--- src/rtl/pkg_espiro.sv ---
// Shared definitions for the spirometer pulse-rate path.
//   state_t         : gate FSM encoding, also decoded by the flow/volume stage
//   DEF_GATE_TICKS  : default iCE ticks per gate window
//   DEF_CNT_W       : default pulse count / result width
package pkg_espiro;

  typedef enum logic [1:0] {
    ST_IDLE = 2'd0,
    ST_ARM  = 2'd1,
    ST_GATE = 2'd2
  } state_t;

  localparam int DEF_GATE_TICKS = 1000;
  localparam int DEF_CNT_W      = 16;

endpackage

--- src/rtl/pulse_rate_meter_gate_tick_counter.sv ---
// gate_tick_counter: counts iCE ticks inside one gate window.
// Implemented as a down-counter holding the number of ticks still to go;
// oTc flags the closing tick of the window. A value of GATE_TICKS-1 means
// "no ticks elapsed yet".
// Ports:
//   iClk    in  system clock
//   iReset  in  asynchronous active-low reset
//   iClr    in  synchronous clear (restart window)
//   iEn     in  tick enable (iCE)
//   oTc     out 1 while the current tick is the last one of the window
module gate_tick_counter #(
  parameter int GATE_TICKS = 1000
) (
  input  logic iClk,
  input  logic iReset,
  input  logic iClr,
  input  logic iEn,
  output logic oTc
);

  localparam int TW = $clog2(GATE_TICKS);
  localparam logic [TW-1:0] LOAD = TW'(GATE_TICKS - 1);

  logic [TW-1:0] remain;

  always_ff @(posedge iClk or negedge iReset) begin
    if (!iReset) begin
      remain <= LOAD;
    end else if (iClr) begin
      remain <= LOAD;
    end else if (iEn) begin
      // Reload on the closing tick so the next window loses no tick.
      remain <= oTc ? LOAD : remain - 1'b1;
    end
  end

  assign oTc = (remain == '0);

endmodule

--- src/rtl/pulse_rate_meter.sv ---
// pulse_rate_meter: counts edge-detector pulses (qualified by iCE) over
// fixed gate windows and publishes each window's count with a strobe.
// Optional feature macro: PULSE_PEAK_HOLD_EN (peak-hold register + iPeakClr).
// Ports:
//   iClk      in  system clock
//   iReset    in  asynchronous active-low reset
//   iCE       in  sample tick
//   iPosedge  in  edge pulse, counted only with iCE in GATE
//   iStart    in  begin continuous measurement
//   iStop     in  abort measurement (wins over iStart and window close)
//   iPeakClr  in  clear peak (only with PULSE_PEAK_HOLD_EN)
//   oCount    out count of last completed window
//   oValid    out one-cycle strobe with each new oCount
//   oBusy     out measurement active (ARM or GATE), registered
//   oOverflow out last completed window saturated
//   oPeak     out max window count since clear (0 without peak hold)
//
// state   | meaning
// --------+-------------------------------------------------
// IDLE    | not measuring, waiting for iStart
// ARM     | start accepted, waiting for a tick to align window
// GATE    | counting ticks and pulses, windows back-to-back
module pulse_rate_meter
  import pkg_espiro::*;
#(
  parameter int GATE_TICKS = DEF_GATE_TICKS,
  parameter int CNT_W      = DEF_CNT_W
) (
  input  logic             iClk,
  input  logic             iReset,
  input  logic             iCE,
  input  logic             iPosedge,
  input  logic             iStart,
  input  logic             iStop,
`ifdef PULSE_PEAK_HOLD_EN
  input  logic             iPeakClr,
`endif
  output logic [CNT_W-1:0] oCount,
  output logic             oValid,
  output logic             oBusy,
  output logic             oOverflow,
  output logic [CNT_W-1:0] oPeak
);

  state_t state, state_nxt;

  logic             tc;
  logic             gate_clr;
  logic             close;
  logic             pulse;
  logic             acc_max;
  logic [CNT_W-1:0] acc, acc_upd;
  logic             ovf, ovf_upd;

  always_ff @(posedge iClk or negedge iReset) begin
    if (!iReset) state <= ST_IDLE;
    else         state <= state_nxt;
  end

  always_comb begin
    state_nxt = state;
    case (state)
      ST_IDLE: if (iStart && !iStop) state_nxt = ST_ARM;
      ST_ARM: begin
        if (iStop)    state_nxt = ST_IDLE;
        else if (iCE) state_nxt = ST_GATE;
      end
      ST_GATE: if (iStop) state_nxt = ST_IDLE;
      default: state_nxt = ST_IDLE;
    endcase
  end

  // Counter is held at window start outside GATE, so the ARM->GATE tick
  // is not part of the first window.
  assign gate_clr = (state != ST_GATE) || iStop;

  gate_tick_counter #(
    .GATE_TICKS(GATE_TICKS)
  ) u_gate_tick_counter (
    .iClk  (iClk),
    .iReset(iReset),
    .iClr  (gate_clr),
    .iEn   (iCE),
    .oTc   (tc)
  );

  assign close = (state == ST_GATE) && iCE && tc && !iStop;
  assign pulse = (state == ST_GATE) && iCE && iPosedge;

  // acc_upd includes a pulse on the closing tick, so it is what gets published.
  assign acc_max = (acc == '1);
  assign acc_upd = (pulse && !acc_max) ? acc + 1'b1 : acc;
  assign ovf_upd = ovf || (pulse && acc_max);

  always_ff @(posedge iClk or negedge iReset) begin
    if (!iReset) begin
      acc <= '0;
      ovf <= 1'b0;
    end else if (gate_clr || close) begin
      acc <= '0;
      ovf <= 1'b0;
    end else begin
      acc <= acc_upd;
      ovf <= ovf_upd;
    end
  end

  always_ff @(posedge iClk or negedge iReset) begin
    if (!iReset) begin
      oCount    <= '0;
      oOverflow <= 1'b0;
      oValid    <= 1'b0;
      oBusy     <= 1'b0;
    end else begin
      oValid <= close;
      oBusy  <= (state_nxt != ST_IDLE);
      if (close) begin
        oCount    <= acc_upd;
        oOverflow <= ovf_upd;
      end
    end
  end

`ifdef PULSE_PEAK_HOLD_EN
  // A clear coinciding with a publish restarts the peak at the new count.
  always_ff @(posedge iClk or negedge iReset) begin
    if (!iReset) begin
      oPeak <= '0;
    end else if (close) begin
      if (iPeakClr || (acc_upd > oPeak)) oPeak <= acc_upd;
    end else if (iPeakClr) begin
      oPeak <= '0;
    end
  end
`else
  assign oPeak = '0;
`endif

endmodule

--- config.mk ---
export PLATFORM = sky130hd
export DESIGN_NAME = pulse_rate_meter
export DESIGN_NICKNAME = d
export VERILOG_FILES = /design/src/rtl/pkg_espiro.sv /design/src/rtl/pulse_rate_meter_gate_tick_counter.sv /design/src/rtl/pulse_rate_meter.sv
export SDC_FILE = /design/constraint.sdc
export NUM_CORES = 1
export LEC_CHECK = 0
export ABC_AREA = 1
export BUFFER_PORTS_ARGS = -buffer_cell sky130_fd_sc_hd__buf_4
export CORE_MARGIN = 2
export CORE_UTILIZATION = 52
export DETAILED_ROUTE_END_ITERATION = 10
export PLACE_DENSITY = 0.74
export RECOVER_POWER = 50
export SLEW_MARGIN = 5
export SYNTH_ARGS = -nofsm -noshare
export SYNTH_HDL_FRONTEND = slang
export SYNTH_SLANG_ARGS = --single-unit
--- constraint.sdc ---
create_clock -name iClk -period 2.05 [get_ports iClk]
set_input_delay 0.41 -clock iClk [delete_from_list [all_inputs] [get_ports iClk]]
set_output_delay 0.41 -clock iClk [all_outputs]
set_load 0.01 [all_outputs]
==> flow_metrics.py <==
metrics = {
    "grt": {
        "grt_pass1_wl_mm": 9.149,
        "grtUsageMet2_pct": 31.86,
        "grt_pass1_vias": 2111,
        "grt_use_met1_pct": 24.98,
        "use_met3_pct": 3.882,
        "busiest_layer": "met2",
        "grt-ovfl-total": 0,
        "antenna_found_initial": 0,
        "grtUsageTotal_pct": 19.27,
        "grt_max_degree": 49,
    },
    "synth": {
        "synthCells": 362,
        "synthTopCellsByCount": "129 x nand2_1, 40 x dfrtp_1, 38 x inv_1",
        "ys.flop_type": "dfrtp_1",
        "synth.distinct_cells": 33,
        "syn_area_mm2": 0.002745,
        "synth_most_common_cell": "nand2_1",
        "synthArstFlopShare_pct": 100.0,
        "yosysWarnings": 0,
        "ys_seq_area_share_pct": 44.12,
        "yosys.area.top_type": "dfrtp_1",
        "synth_edf_count": 0,
        "synth_top_area_share_pct": 36.46,
        "syn_area_per_cell_um2": 7.583,
        "ys_ff_latch": 48,
        "ys_top_cells_by_area": "dfrtp_1 36%, nand2_1 18%, dfstp_2 7.7%",
    },
    "cts": {
        "cts.sinks": 48,
        "cts_tree": "done",
        "numCtsBuffers": 5,
        "clk_pin_slew_ns": 0.09,
        "insertion_delay_ns": 0.30,
        "cts_setup_buffers": 0,
        "cts-root-buf": "clkbuf_8",
        "htree_num_levels": 2,
        "clk_path_buf_depth": 2,
    },
    "timing": {
        "fin_skew_ns": 0.003785,
        "rsz0062_at_grt": "no",
        "finalSetupTns_ns": 0,
        "setup_violations": 0,
        "timing.hold.ws_ns": 0.2887,
        "tightest_slew_ns": 1.134,
        "period_share_pct": 89.05,
        "worst_slack_ns": 0.2246,
        "relSlewSlack_pct": 24.39,
        "final-hold-violation-count": 0,
        "min_period_ns": 1.825,
        "max_freq_mhz": 547.8,
        "slew_violations": 0,
    },
    "critical_path": {
        "critPathLaunchType": "register",
        "critical_path_buf_inv_count": 1,
        "crit_path_cell_trace": "ha_1, nand2_2, nor2_4, nand2_4, nor2_4, nor2_4, nand2_1, o21ai_2, inv_1, nor2_2",
        "crit_arrival_ns": 2.07,
        "cpPeakStageDelay_ns": 0.44,
        "crit_family": "simple AND/OR/NAND/NOR gates",
        "critPathMaxFanout": 11,
        "slowest_stage": "dfrtp_1",
        "crit_path_frequent_cell": "nor2_4",
        "path_class": "register to register",
        "cp-end-kind": "register",
        "crit_required_ns": 2.29,
    },
    "drt": {
        "routed_wirelength_mm": 5.386,
        "drt_iter0_drc": 160,
        "ant_nets": 0,
        "drc": 0,
        "vias": 2259,
        "wl_per_cell_um": 11.66,
        "viasPerCell": 4.890,
        "dr.pass1.iters": 4,
    },
    "floorplanning": {
        "dieHeight_um": 76.66,
        "dieArea_mm2": 0.005876,
        "io_pins": 41,
        "die_x_um": 76.66,
        "rows": 26,
        "core_mm2": 0.005107,
        "initial_core_util_pct": 53.75,
    },
    "cells_and_area": {
        "stdcell_area_mm2": 0.003044,
        "antennaDiodeCount": 0,
        "layoutNonFillerInstCount": 462,
        "syn2layout_area_growth_pct": 10.89,
        "final_layout_size_suffix_gt1_share_pct": 19.90,
        "fin_nets": 399,
    },
    "power": {
        "seqPwrFrac_pct": 55.3,
        "p_sw_mw": 0.3972,
        "p_sw_share_pct": 22.80,
        "combPwrFrac_pct": 5.9,
        "powerDensity_mw_per_mm2": 572.2,
        "cellLeakagePower_nw": 1.502,
        "peakVddDrop_mv": 0.3437,
        "clkPwrFrac_pct": 38.8,
        "internal_power_mw": 1.345,
    },
    "placed_design": {
        "placed_cells": 453,
        "place_area_mm2": 0.002947,
        "io_buffer_count": 24,
        "pre_cts_ws_ns": 0.05053,
        "dp.final_hpwl_mm": 3.934,
        "gp_congestion": 0.9073,
    },
    "status": {
        "status": "finished, final reports clean",
    },
    "min_path": {
        "hold_path.class": "input pin to register",
    },
    "flow_run": {
        "drv_cap": 0,
    },
}
[sequential cells by signal, indices dropped and copies added (netlist names)]
register / flops
oBusy: 1
ovf: 1
u_gate_tick_counter.remain: 10
state: 2
oCount: 16
acc: 16
oValid: 1
oOverflow: 1
[power groups by stage]
stage | Combinational (mW) | Clock (mW) | Sequential [mW]
floorplan | 0.0807 | 0 | 0.982
global placement | 0.106 | 0 | 0.981
detailed placement | 0.107 | 0 | 0.981
CTS | 0.107 | 0.696 | 0.963
global route | 0.116 | 0.734 | 0.964
finish | 0.103 | 0.676 | 0.963
[routing by layer]
metal	wire [um]	up-vias
met4	84	0
met2	2559	61
met3	300	8
met5	0	-
met1	2441	1039
li1	-	1151
[final timing paths]
path / slack [ns] / end / cells after the start / start
max: 0.22 / acc[12] / 10 / acc[0]
min: 0.29 / state[1] / 2 / iStop
max reg2reg: 0.22 / acc[12] / 10 / acc[0]
min reg2reg: 0.48 / oCount[5] / 2 / oCount[5]
max in group asynchronous: 1.04 / acc[2] / 1 / iReset
min in group asynchronous: 0.32 / oCount[4] / 1 / iReset
[cells by family after synthesis]
family	Yosys count	share of synthesized area, %
simple gates	209	34.05
buf+inv	67	12.31
flops	48	44.12
compound gates	32	7.521
xor+xnor	3	0.9573
fa+ha+maj	2	0.9114
other cells	1	0.1366
[cell usage in the layout (no fill, tap or decap), drive strengths merged]
master,instances
nand3b,1
nand2,133
buf,22
nand3,18
a211oi,1
nor2,40
ha,2
nor3,5
clkinv,1
clkbuf,12
a21oi,9
dfstp,8
dfrtp,40
conb,16
o211ai,2
inv,44
or2,5
nand4,7
xor2,3
clkinvlp,1
bufinv,1
and2,1
a31oi,1
o21ai,19
[final cells by class]
type                       instances  area [um^2]
fill                             497         2063
clock inverter                     3        42.54
clock buffer                       5        68.82
timing repair buffer              29        205.2
inverter                          44        165.2
multi-input combinational        263         1264
sequential                        48         1211
tap                               70        87.58
[stage by stage]
step	power, mW	utilization (%)
after floorplan	1.063	-
after global placement	1.087	57.69
after detailed placement	1.088	57.69
after CTS	1.766	59.87
after global routing	1.815	59.60
final	1.742	59.60
[what timing repair did]
action                     4_1_cts  5_1_grt
hold endpoints to repair         0        0
hold buffers                     0        0
resized for setup                0        1
setup endpoints to repair        0       16
(Power assumes the default switching activity.)
